$ cat config.mk
export PLATFORM = sky130hd
export DESIGN_NAME = id_ex_reg
export DESIGN_NICKNAME = d
export VERILOG_FILES = /design/src/rtl/id_ex_reg.sv
export SDC_FILE = /design/constraint.sdc
export NUM_CORES = 1
export LEC_CHECK = 0
export BUFFER_PORTS_ARGS = -buffer_cell sky130_fd_sc_hd__buf_2
export CAP_MARGIN = 20
export CORE_AREA = 2 2 144 146
export CTS_CLUSTER_DIAMETER = 40
export DETAILED_ROUTE_END_ITERATION = 6
export DIE_AREA = 0 0 146 148
export HOLD_SLACK_MARGIN = 0.06
export PLACE_DENSITY = 0.59
export REMOVE_ABC_BUFFERS = 1
export SYNTH_ARGS = -nofsm -noshare
export SYNTH_HDL_FRONTEND = slang
export SYNTH_SLANG_ARGS = --single-unit
$ cat constraint.sdc
create_clock -name clk -period 1.5 [get_ports clk]
set_input_delay 0.075 -clock clk [delete_from_list [all_inputs] [get_ports clk]]
set_output_delay 0.075 -clock clk [all_outputs]
set_load 0.02 [all_outputs]
$ cat src/rtl/id_ex_reg.sv
// ID/EX pipeline register with EX-stage operand forwarding, stall hold and flush-to-bubble.
// Optional feature macro: IDEX_FWD_EN (forwarding muxes and stall-time WB refresh).
module id_ex_reg #(
  parameter int DW = 32,
  parameter int RW = 5
) (
  input  logic          clk,
  input  logic          reset,
  input  logic          stall_i,
  input  logic          flush_i,
  input  logic          id_valid,
  input  logic [DW-1:0] id_pc,
  input  logic [DW-1:0] id_rs_val,
  input  logic [DW-1:0] id_rt_val,
  input  logic [DW-1:0] id_imm,
  input  logic [RW-1:0] id_rs,
  input  logic [RW-1:0] id_rt,
  input  logic [RW-1:0] id_dst,
  input  logic [2:0]    id_alu_ctrl,
  input  logic          id_alusrc,
  input  logic          id_regwrite,
  input  logic          id_memwrite,
  input  logic          id_memtoreg,
  input  logic          em_regwrite,
  input  logic [RW-1:0] em_dst,
  input  logic [DW-1:0] em_data,
  input  logic          mw_regwrite,
  input  logic [RW-1:0] mw_dst,
  input  logic [DW-1:0] mw_data,
  output logic          ex_valid,
  output logic [DW-1:0] ex_pc,
  output logic [2:0]    ex_alu_ctrl,
  output logic [DW-1:0] ex_alu_a,
  output logic [DW-1:0] ex_alu_b,
  output logic [DW-1:0] ex_store,
  output logic [RW-1:0] ex_dst,
  output logic          ex_regwrite,
  output logic          ex_memwrite,
  output logic          ex_memtoreg
);

  logic          valid_q, valid_d;
  logic [DW-1:0] pc_q, pc_d;
  logic [DW-1:0] rs_val_q, rs_val_d;
  logic [DW-1:0] rt_val_q, rt_val_d;
  logic [DW-1:0] imm_q, imm_d;
  logic [RW-1:0] rs_q, rs_d;
  logic [RW-1:0] rt_q, rt_d;
  logic [RW-1:0] dst_q, dst_d;
  logic [2:0]    alu_ctrl_q, alu_ctrl_d;
  logic          alusrc_q, alusrc_d;
  logic          regwrite_q, regwrite_d;
  logic          memwrite_q, memwrite_d;
  logic          memtoreg_q, memtoreg_d;

  logic [DW-1:0] rs_hold_s, rt_hold_s;
  logic [DW-1:0] rs_fwd_s, rt_fwd_s;

`ifdef IDEX_FWD_EN
  // EX/MEM has priority over MEM/WB; $0 is never forwarded.
  function automatic logic [DW-1:0] fwd_sel(
    input logic [RW-1:0] idx,
    input logic [DW-1:0] latched,
    input logic          em_we,
    input logic [RW-1:0] em_idx,
    input logic [DW-1:0] em_val,
    input logic          mw_we,
    input logic [RW-1:0] mw_idx,
    input logic [DW-1:0] mw_val
  );
    logic [DW-1:0] res;
    if (idx != {RW{1'b0}} && em_we && em_idx == idx) begin
      res = em_val;
    end else if (idx != {RW{1'b0}} && mw_we && mw_idx == idx) begin
      res = mw_val;
    end else begin
      res = latched;
    end
    return res;
  endfunction

  assign rs_fwd_s = fwd_sel(rs_q, rs_val_q, em_regwrite, em_dst, em_data,
                            mw_regwrite, mw_dst, mw_data);
  assign rt_fwd_s = fwd_sel(rt_q, rt_val_q, em_regwrite, em_dst, em_data,
                            mw_regwrite, mw_dst, mw_data);

  // A value retiring from WB while we are stalled would otherwise never reach this operand.
  assign rs_hold_s = (mw_regwrite && mw_dst != {RW{1'b0}} && mw_dst == rs_q) ? mw_data : rs_val_q;
  assign rt_hold_s = (mw_regwrite && mw_dst != {RW{1'b0}} && mw_dst == rt_q) ? mw_data : rt_val_q;
`else
  logic unused_fwd_s;

  assign rs_fwd_s     = rs_val_q;
  assign rt_fwd_s     = rt_val_q;
  assign rs_hold_s    = rs_val_q;
  assign rt_hold_s    = rt_val_q;
  assign unused_fwd_s = ^{em_regwrite, em_dst, em_data, mw_regwrite, mw_dst, mw_data, rs_q, rt_q};
`endif

  // Next-state selection: flush beats stall beats load.
  always_comb begin
    valid_d    = valid_q;
    pc_d       = pc_q;
    rs_val_d   = rs_val_q;
    rt_val_d   = rt_val_q;
    imm_d      = imm_q;
    rs_d       = rs_q;
    rt_d       = rt_q;
    dst_d      = dst_q;
    alu_ctrl_d = alu_ctrl_q;
    alusrc_d   = alusrc_q;
    regwrite_d = regwrite_q;
    memwrite_d = memwrite_q;
    memtoreg_d = memtoreg_q;
    if (flush_i) begin
      valid_d    = 1'b0;
      pc_d       = {DW{1'b0}};
      rs_val_d   = {DW{1'b0}};
      rt_val_d   = {DW{1'b0}};
      imm_d      = {DW{1'b0}};
      rs_d       = {RW{1'b0}};
      rt_d       = {RW{1'b0}};
      dst_d      = {RW{1'b0}};
      alu_ctrl_d = 3'b000;
      alusrc_d   = 1'b0;
      regwrite_d = 1'b0;
      memwrite_d = 1'b0;
      memtoreg_d = 1'b0;
    end else if (stall_i) begin
      rs_val_d = rs_hold_s;
      rt_val_d = rt_hold_s;
    end else begin
      valid_d    = id_valid;
      pc_d       = id_pc;
      rs_val_d   = id_rs_val;
      rt_val_d   = id_rt_val;
      imm_d      = id_imm;
      rs_d       = id_rs;
      rt_d       = id_rt;
      dst_d      = id_dst;
      alu_ctrl_d = id_alu_ctrl;
      alusrc_d   = id_alusrc;
      regwrite_d = id_regwrite;
      memwrite_d = id_memwrite;
      memtoreg_d = id_memtoreg;
    end
  end

  // Pipeline state register; reset lands on a bubble.
  always_ff @(posedge clk or negedge reset) begin
    if (!reset) begin
      valid_q    <= 1'b0;
      pc_q       <= {DW{1'b0}};
      rs_val_q   <= {DW{1'b0}};
      rt_val_q   <= {DW{1'b0}};
      imm_q      <= {DW{1'b0}};
      rs_q       <= {RW{1'b0}};
      rt_q       <= {RW{1'b0}};
      dst_q      <= {RW{1'b0}};
      alu_ctrl_q <= 3'b000;
      alusrc_q   <= 1'b0;
      regwrite_q <= 1'b0;
      memwrite_q <= 1'b0;
      memtoreg_q <= 1'b0;
    end else begin
      valid_q    <= valid_d;
      pc_q       <= pc_d;
      rs_val_q   <= rs_val_d;
      rt_val_q   <= rt_val_d;
      imm_q      <= imm_d;
      rs_q       <= rs_d;
      rt_q       <= rt_d;
      dst_q      <= dst_d;
      alu_ctrl_q <= alu_ctrl_d;
      alusrc_q   <= alusrc_d;
      regwrite_q <= regwrite_d;
      memwrite_q <= memwrite_d;
      memtoreg_q <= memtoreg_d;
    end
  end

  assign ex_valid    = valid_q;
  assign ex_pc       = pc_q;
  assign ex_alu_ctrl = alu_ctrl_q;
  assign ex_alu_a    = rs_fwd_s;
  assign ex_alu_b    = alusrc_q ? imm_q : rt_fwd_s;
  assign ex_store    = rt_fwd_s;
  assign ex_dst      = dst_q;
  assign ex_regwrite = valid_q & regwrite_q;
  assign ex_memwrite = valid_q & memwrite_q;
  assign ex_memtoreg = valid_q & memtoreg_q;

endmodule
=== Yosys cells after proc, flatten, opt, wreduce, memory -nomap -nowiden ===
Cells that the tools add are included.

* Flip-flop bits (word level): 141
* Logic and storage cells: 38

* Eq/ne operators: 1
* Mux-type cells: 23
* Bitwise logic cells: 3

{| class="wikitable"
|+ Operator list
! kind !! count
|-
| $mux W32 || 9
|-
| $mux W1 || 10
|-
| $mux W5 || 2
|-
| $mux W3 || 2
|-
| $and A1 B1 Y1 || 3
|-
| $ne A2 B1 Y1 const B || 1
|}

=== Longest topological paths before layout ===
Gate-level depths: netlist of run 1.

* Depth in word-level cells: 2
* Depth in mapped cells: 5

=== Worst setup path after synthesis of run 1 ===
OpenSTA, ideal clock, no wires.

* Path kind: flip-flop to output port
* Start: reg alusrc_q
* End: out ex_alu_b[10]
* Arrival: 1047 ps
* Slack: 378 ps
* Stages on the path, launching flop included: 4
* Path buffers: 2
* Cells stage by stage: dfrtp_1 -> buf_2 -> buf_2 -> mux2_2

* Word-level cells in the longest chain between the ends: 1

{| class="wikitable"
|+ Ends and longest elaborated chain
! item !! RTL line !! text
|-
| start, declared || 51 || <nowiki>logic alusrc_q, alusrc_d;</nowiki>
|-
| start signal, assigned || 175 || <nowiki>alusrc_q <= alusrc_d;</nowiki>
|-
| $mux W32 || 186 || <nowiki>assign ex_alu_b = alusrc_q ? imm_q : rt_fwd_s;</nowiki>
|-
| end, declared || 34 || <nowiki>output logic [DW-1:0] ex_alu_b,</nowiki>
|}

Every way passes these cells.

=== Worst setup path after layout of run 1 ===
Same ends and word-level chain as after synthesis.

==> results by group, run 1 <==
Synthesis
  • Post-synthesis sequential area ratio: 0.576
  • Distinct cell type count after synthesis: 10
  • Post-Synthesis Cells: slightly below 500
  • Post-Syn Area per Cell: between 10 and 15 µm²
  • Syn Std Cell Area: between 6000 and 7000 µm²
  • Synth Register Bits: about 140
  • YS warnings: 0

STA
  • Period Utilization, post-route: 1.11
  • Hold slack: ~0.087 ns
  • FMAX: around 0.6 GHz
  • Least-Margin Pin Slew: between 0.3 and 0.4 ns
  • Setup ws final: -0.159 ns
  • Skew final: 0 ns
  • Hold violation count in the final report: 0
  • TNS Setup: -3.97 ns
  • Final min period: ~1.7 ns
  • Max-slew violation count: 0
  • RSZ-0062 raised after global routing: true
  • Final setup violation count: 32
  • Slew Limit Headroom: 0.753

Die
  • Die H: ~150 µm
  • Standard-cell rows: 52
  • Starting density of the core: 0.306
  • IO Pins: about 370
  • CORE AREA: about 20000 µm²
  • Full die area: about 22000 µm²
  • Die X: between 100 and 150 µm

Routing
  • Drt wl/cell: 15.0 µm
  • TritonRoute pass-1 iters: 4
  • Post-Route WL: roughly 18000 µm
  • # DRC: 0
  • Vias per cell: about 4.4
  • DR iter-0 viols: between 150 and 200
  • Antenna-violating nets left: 0
  • Via total after detailed routing: around 5.3k

Layout
  • Final core occ: 0.505
  • FF+latch area: between 3000 and 4000 µm²
  • Final #Nets: approximately 1.2k
  • Commonest non-fill, non-tap cell in the layout: buf_2
  • Design area: 10100 µm²
  • Share of layout cells above drive strength 1: 0.391
  • Most frequent cells in the layout: buf_2 (277), dlygate4sd3_1 (149), mux2i_1 (141), nor2_1 (141), dfrtp_1 (141)
  • Area of the multi-input gates: between 2000 and 2500 µm²
  • Antenna cells: 0
  • Area growth, synth to finish: 65.3%
  • FILL cells: between 1.5k and 2k

Critical path
  • CP peak stage delay: around 0.35 ns
  • Critical Path RT: 1.42 ns
  • Setup CP Type: reg2out
  • Kind of cell adding the most delay to the critical path: buffers and inverters
  • CP startpoint kind: flop
  • Crit path depth: 4
  • CP Max Fanout: 8
  • CP arrival: 1.58 ns
  • Crit path max-delay cell type: mux2_2
  • Crit-path cells: buf_4, clkbuf_16, mux2_2, buf_2
  • Setup crit end kind: output pin
  • CP bufs+invs: 3
  • Worst Reg-to-Reg Cells: 3

Clock network
  • CTS Root Cell: clkbuf_16
  • CTS H-tree depth: 4
  • Clk buf depth: 2
  • Clk_lat worst skew: between 0.4 and 0.5 ns
  • Reg clk slew, reported paths: approximately 0.06 ns
  • CTS Buf Count: 17
  • CTS sink count: between 100 and 150
  • CTS tree: built

Global routing
  • First-pass GRT wire length: between 20000 and 30000 µm
  • GRT Overall Usage: 0.169
  • GRT overflow: 0
  • Largest net degree at the start of global routing: 76
  • Antenna violations before repair: 0
  • Vias in the first global route: between 5k and 6k

Pwr
  • Leakage: about 0.0055 µW
  • Peak VDD IR: roughly 700 µV
  • Tot Pwr: around 10000 µW
  • Pwr/cell area: between 1000 and 1500 nW/µm²

Status
  • Status: finished, violations left
  • Failing checks: setup timing

Place
  • Post-DP HPWL: 10400 µm
  • GP Congestion: approximately 0.76
  • I/O Buffers: ~280
  • Placed inst area: about 7900 µm²

Job
  • Max Cap Viol: 0

Hold path
  • Hold Path Class: in2async
[per-stage QoR]
step                      setup WS, ns  std cells
after floorplan                0.00898        458
after detailed placement         0.298       1030
after CTS                       -0.159       1215
final                           -0.159       1216
after global placement           0.296       1030
after global routing            -0.223       1216
[state kept, by name, indices dropped and copies added, names as in the netlist]
signal       cells
alusrc_q         1
ex_alu_a        32
ex_alu_ctrl      3
ex_dst           5
ex_pc           32
ex_store        32
ex_valid         1
imm_q           32
memtoreg_q       1
memwrite_q       1
regwrite_q       1
[metal layers]
metal / share of wire / track usage / vias to the layer above
met1: 0.42 / 0.208 / 2567
li1: - / - / 2535
met4: 0.022 / 0.0578 / 0
met2: 0.50 / 0.290 / 207
met3: 0.058 / 0.0426 / 32
met5: 0 / 0 / -
[power by group]
part / switching [µW] / internal, µW
Sequential: 125 / 4020
Combinational: 935 / 928
Clock: 1710 / 2770
Total: 2770 / 7720
[layout make-up]
class,count,share of cell area
multi-input cells,317,0.229
clock inverters,11,0.0152
flip-flops and latches,141,0.348
clock buffers,21,0.0464
repair buffers,456,0.328
well taps,270,0.0334
[worst paths after layout]
| kind | from | endpoint | slack, ns |
|---|---|---|---|
| worst max-delay path | alusrc_q | ex_alu_b[10] | -0.16 |
| worst max register to register | ex_store[17] | ex_store[17] | 0.19 |
| worst min register to register | ex_alu_a[6] | ex_alu_a[6] | 0.52 |
| max in group asynchronous | reset | ex_alu_a[14] | 0.81 |
| worst min-delay path | reset | imm_q[25] | 0.09 |
| min in group clk | stall_i | ex_store[1] | 0.10 |
[cells in the mapped netlist (all sizes together)]
cell | n | area (µm²)
dfrtp | 141 | 3530
mux2i | 141 | 1410
nor2 | 141 | 529
mux2 | 32 | 360
buf | 24 | 233
clkbuf | 12 | 45.0
and2 | 3 | 18.8
[worst register-to-register path, stage by stage (launching register included)]
cell and delay, ns:
dfrtp_1 0.41, mux2i_1 0.16, dlygate4sd3_1 0.58, nor2_1 0.04
[kinds of logic (layout without fill, tap and decap cells)]
| family | after synthesis | after routing | share of synthesized area |
|---|---|---|---|
| and+or+nand+nor | 144 | 144 | 0.0895 |
| buffers and inverters | 36 | 488 | 0.0453 |
| DFF | 141 | 141 | 0.576 |
| muxes | 173 | 173 | 0.289 |
[repair_timing]
action                                 in CTS  in global routing
hold buffers                              149                  0
setup endpoints to repair                  32                 32
setup buffers                               2                  0
pin swaps                                   0                  0
endpoints found under the hold margin     282                  0
gates resized for setup                     6                  0
cloned                                      2                  1
Power figures use the tool's default switching activity.
==> run 2, diff against run 1 <==
==> constraint.sdc (replaced) <==
create_clock -name clk -period 1.7 [get_ports clk]
set_input_delay 0.255 -clock clk [delete_from_list [all_inputs] [get_ports clk]]
set_output_delay 0.255 -clock clk [all_outputs]
set_load 0.02 [all_outputs]
==> results by group, run 2 (same netlist as run 1, synthesis figures left out) <==
Layout
  • Final #Nets: 1012 (-13%)
  • Commonest non-fill, non-tap cell in the layout: buf_2
  • Area growth, synth to finish: 38.8%
  • Share of layout cells above drive strength 1: 0.460 (+0.0685)
  • Most frequent cells in the layout: buf_2 (278), mux2i_1 (141), nor2_1 (141), dfrtp_1 (141), mux2_2 (32)

Routing
  • Post-Route WL: 15800 µm (-13%)
  • Drt wl/cell: 14.8 µm (-0.91%)
  • DR iter-0 viols: 179 (+9.8%)
  • Via total after detailed routing: 4616 (-14%)
  • TritonRoute pass-1 iters: 4 (unchanged)
  • # DRC: 0 (unchanged)
  • Antenna-violating nets left: 0 (unchanged)
  • Vias per cell: 4.34 (-1.1%)

Job
  • Max Cap Viol: 0 (unchanged)

Die
  • Starting density of the core: 0.306 (unchanged)
  • Full die area: 21600 µm² (unchanged)
  • Die X: 146 µm (unchanged)
  • CORE AREA: 20000 µm² (unchanged)
  • Die H: 148 µm (unchanged)
  • IO Pins: 371 (unchanged)
  • Standard-cell rows: 52 (unchanged)

Critical path
  • Worst Reg-to-Reg Cells: 4 (+1)
  • R2r startpoint: alusrc_q
  • Crit path max-delay cell type: dfrtp_1
  • CP Max Fanout: 8 (unchanged)
  • CP arrival: 1.54 ns (-0.04 ns)
  • Crit-path cells: buf_4, clkbuf_16, mux2_2, buf_2
  • Crit Reg-Reg Endpoint: alusrc_q
  • CP startpoint kind: flop
  • Setup crit end kind: output pin
  • CP peak stage delay: 0.34 ns (about the same)
  • Setup CP Type: reg2out
  • Critical Path RT: 1.44 ns (+0.02 ns)
  • R2R setup slack: 0.68 ns (+0.49 ns)

Hold path
  • Hold Crit Start: id_rs_val[27]
  • Hold Path Class: in2reg
  • Hold Crit Endpoint: ex_alu_a[27]
  • Hold Path Depth: 3

Global routing
  • Vias in the first global route: 4750 (-18%)
  • Largest net degree at the start of global routing: 67 (-12%)
  • GRT overflow: 0 (unchanged)
  • First-pass GRT wire length: 25000 µm (-15%)
  • GRT Overall Usage: 0.144 (-0.0249)
  • Antenna violations before repair: 1 (+1)

Clock network
  • CTS tree: built
  • CTS sink count: 141 (unchanged)
  • CTS Buf Count: 17 (unchanged)
  • CTS H-tree depth: 4 (unchanged)
  • Clk_lat worst skew: 0.40 ns (about the same)
  • Reg clk slew, reported paths: 0.06 ns (about the same)
  • Clk buf depth: 2 (unchanged)
  • CTS Root Cell: clkbuf_16

STA
  • Slew Limit Headroom: 0.780 (+0.0267)
  • Skew final: 0 ns (unchanged)
  • Max-slew violation count: 0 (unchanged)
  • Hold violation count in the final report: 0 (unchanged)
  • Final setup violation count: 32 (unchanged)
  • Least-Margin Pin Slew: 0.331 ns (-0.0400 ns)
  • TNS Setup: -2.43 ns (+1.53 ns)
  • Setup ws final: -0.0945 ns (+0.0642 ns)
  • FMAX: 0.557 GHz
  • Period Utilization, post-route: 1.06
  • Final min period: 1.79 ns
  • RSZ-0062 raised after global routing: true

Pwr
  • Peak VDD IR: 609 µV (-13%)
  • Pwr/cell area: 1000 nW/µm² (-3.4%)
  • Leakage: 0.00484 µW (-12%)

Place
  • GP Congestion: 0.771 (+1.8%)
  • I/O Buffers: 284 (unchanged)
  • Post-DP HPWL: 10600 µm (+1.9%)
  • Post-Place Setup Slack: 0.312 ns (+0.0139 ns)

Status
  • Status: finished, violations left
  • Failing checks: setup timing
==> run 2: cell count changes in the layout (fill, tap and decap cells not counted), sizes merged <==
cell and delta:
inv -2, dlygate4sd3 -148, diode +1, clkinv +3, bufinv -2, buf -5, clkbuf +1, clkinvlp -1
==> run 2: critical path: cells and delay by family, from the launching register on <==
kind                   cells  cell delay (ns)
buffers and inverters      3             0.48
muxes                      1             0.33
DFF                        1             0.34
==> run 2: cell type report <==
type                    instances  area (µm²)
repair buffers                304        1760
clock inverters                 9        87.6
diodes                          1        2.50
well taps                     270         338
flip-flops and latches        141        3530
multi-input cells             317        2320
fillers                      1988       11500
clock buffers                  21         470
==> run 2: how the worst max path moves through the flow <==
stage | from | endpoint | slack, ns
final | alusrc_q | ex_alu_b[14] | -0.09
after global routing | alusrc_q | ex_alu_b[12] | -0.18
after CTS | alusrc_q | ex_alu_b[9] | -0.13
after detailed placement | alusrc_q | ex_alu_b[9] | 0.31
after global placement | alusrc_q | ex_alu_b[9] | 0.31
after floorplan | alusrc_q | ex_alu_b[0] | 0.03
==> run 2: what timing repair did <==
item | in CTS | in global routing
hold endpoints to repair | 45 | 0
endpoints found under the setup margin | 32 | 32
cloned | 1 | 2
gates resized for setup | 6 | 0
setup buffers | 2 | 0
hold buffers | 1 | 0
==> run 2: through the flow <==
| stage | power [µW] | hold WS [ns] | util | instance area [µm²] | std cells |
|---|---|---|---|---|---|
| after global routing | 8950 | 0.0713 | 0.424 | 8510 | 1063 |
| after global placement | 5000 | 0.168 | 0.391 | 7830 | 1026 |
| final | 8510 | 0.0842 | 0.424 | 8510 | 1063 |
| after detailed placement | 5010 | 0.167 | 0.391 | 7830 | 1026 |
| after floorplan | 4320 | -0.0406 | - | 5850 | 458 |
| after CTS | 8650 | 0.0645 | 0.422 | 8450 | 1060 |
==> run 2: report_power, final <==
group          leakage (µW)  total, µW  internal (µW)  switching, µW
clock              0.000276       3530           2120           1410
sequential          0.00187       3650           3550            107
combinational       0.00269       1320            572            751
==> run 2: metal layers <==
metal	share of wire	up-vias	wire length [µm]	track usage
met1	0.45	2205	7090	0.194
met5	0	-	0	0
met3	0.064	16	1010	0.0423
met4	0.017	0	263	0.0461
met2	0.47	171	7420	0.224
li1	-	2224	-	-
==> run 3, diff against run 2 <==
SETUP_SLACK_MARGIN = 0.2   (was unset)
==> results by group, run 3 (same netlist as run 1, synthesis figures left out) <==
Layout
  • Area growth, synth to finish: 38.9% (about the same)
  • Most frequent cells in the layout: buf_2 (278), mux2i_1 (141), nor2_1 (141), dfrtp_1 (140), mux2_2 (32)
  • Final #Nets: 1012 (unchanged)
  • Commonest non-fill, non-tap cell in the layout: buf_2
  • Share of layout cells above drive strength 1: 0.461 (+0.00126)
  • Final core occ: 0.425 (about the same)

Die
  • IO Pins: 371 (unchanged)
  • Starting density of the core: 0.306 (unchanged)
  • Full die area: 21600 µm² (unchanged)
  • Die X: 146 µm (unchanged)
  • Die H: 148 µm (unchanged)
  • CORE AREA: 20000 µm² (unchanged)
  • Standard-cell rows: 52 (unchanged)

Routing
  • # DRC: 0 (unchanged)
  • Post-Route WL: 15800 µm (unchanged)
  • Met3 WL: 1010 µm (unchanged)
  • Drt wl/cell: 14.8 µm (unchanged)
  • DR iter-0 viols: 179 (unchanged)
  • Via total after detailed routing: 4616 (unchanged)
  • DR WL met2: 7420 µm (unchanged)
  • Top routing layer in use: met4
  • TritonRoute pass-1 iters: 4 (unchanged)
  • Vias per cell: 4.34 (unchanged)
  • Metal-1 WL: 7090 µm (unchanged)
  • Antenna-violating nets left: 0 (unchanged)

Status
  • Status: finished, violations left
  • Failing checks: setup timing

Global routing
  • GRT overflow: 0 (unchanged)
  • Largest net degree at the start of global routing: 67 (unchanged)
  • Antenna violations before repair: 1 (unchanged)
  • GRT Overall Usage: 0.144 (unchanged)
  • Vias in the first global route: 4750 (unchanged)
  • First-pass GRT wire length: 25000 µm (unchanged)

STA
  • Final setup violation count: 32 (unchanged)
  • RSZ-0062 raised after global routing: true
  • Slew Limit Headroom: 0.780 (unchanged)
  • Max-slew violation count: 0 (unchanged)
  • Final min period: 1.79 ns (unchanged)
  • Least-Margin Pin Slew: 0.331 ns (unchanged)
  • Period Utilization, post-route: 1.06 (unchanged)
  • Skew final: 0 ns (unchanged)
  • Setup ws final: -0.0945 ns (unchanged)
  • FMAX: 0.557 GHz (unchanged)
  • Hold violation count in the final report: 0 (unchanged)

Clock network
  • Clk buf depth: 2 (unchanged)
  • CTS sink count: 141 (unchanged)
  • CTS tree: built
  • Reg clk slew, reported paths: 0.06 ns (about the same)
  • CTS H-tree depth: 4 (unchanged)
  • CTS Root Cell: clkbuf_16
  • Clk_lat worst skew: 0.40 ns (about the same)
  • CTS Buf Count: 17 (unchanged)

Pwr
  • Tot Pwr: 8510 µW (about the same)
  • Pwr/cell area: 1000 nW/µm² (about the same)
  • Leakage: 0.00484 µW (about the same)
  • Peak VDD IR: 609 µV (unchanged)

Critical path
  • Setup CP Type: reg2out
  • CP arrival: 1.54 ns (about the same)
  • Setup crit end kind: output pin
  • CP Max Fanout: 8 (unchanged)
  • Critical Path RT: 1.44 ns (about the same)
  • CP startpoint kind: flop

Place
  • Post-DP HPWL: 10600 µm (unchanged)
  • GP Congestion: 0.771 (unchanged)
  • I/O Buffers: 284 (unchanged)

Hold path
  • Hold Path Class: in2reg

Job
  • Max Cap Viol: 0 (unchanged)
==> run 3: final timing paths <==
kind / from / to / slack (ns) / depth (start not counted)
worst min-delay path: id_rs_val[27] / ex_alu_a[27] / 0.08 / 3
worst max register to register: alusrc_q / alusrc_q / 0.68 / 4
worst min register to register: ex_alu_a[6] / ex_alu_a[6] / 0.51 / 2
max in group asynchronous: reset / ex_store[15] / 0.79 / 3
min in group asynchronous: reset / ex_store[20] / 0.32 / 2
worst max-delay path: alusrc_q / ex_alu_b[14] / -0.09 / 4
==> run 3: critical path: stages, from the launching register on <==
cell,delay [ns]
dfrtp_1,0.34
buf_4,0.15
clkbuf_16,0.17
mux2_2,0.33
buf_2,0.16
==> run 3: what timing repair did <==
action | in CTS | in global routing
hold buffers | 1 | 0
pin swaps | 0 | 0
gates resized for setup | 6 | 1
buffers inserted | 2 | 0
endpoints found under the setup margin | 32 | 33
endpoints found under the hold margin | 45 | 0
gates cloned | 1 | 2
==> run 3: final cells by class <==
type / instances / area (µm²)
diodes: 1 / 2.50
repair buffers: 304 / 1760
fillers: 1989 / 11500
clock inverters: 9 / 87.6
flip-flops and latches: 141 / 3530
multi-input cells: 317 / 2320
well taps: 270 / 338
clock buffers: 21 / 470
==> run 3: where the power goes <==
part	internal (µW)	switching, µW
Sequential	3550	107
Combinational	572	751
Clock	2120	1410
Total	6240	2270
==> run 3: stage by stage <==
step	hold slack, ns	area [µm²]	std cells	setup WS, ns	TNS [ns]
3_5_place_dp	0.167	7830	1026	0.312	0
5_1_grt	0.0713	8510	1063	-0.177	-5.12
4_1_cts	0.0645	8450	1060	-0.129	-3.48
2_1_floorplan	-0.0406	5850	458	0.0290	0
6_report	0.0842	8510	1063	-0.0945	-2.43
3_3_place_gp	0.168	7830	1026	0.309	0
==> run 3: metal layers <==
| layer | vias up | GRT usage |
|---|---|---|
| met5 | - | 0 |
| met4 | 0 | 0.0461 |
| met3 | 16 | 0.0423 |
| met2 | 171 | 0.224 |
| met1 | 2205 | 0.194 |
| li1 | 2224 | - |
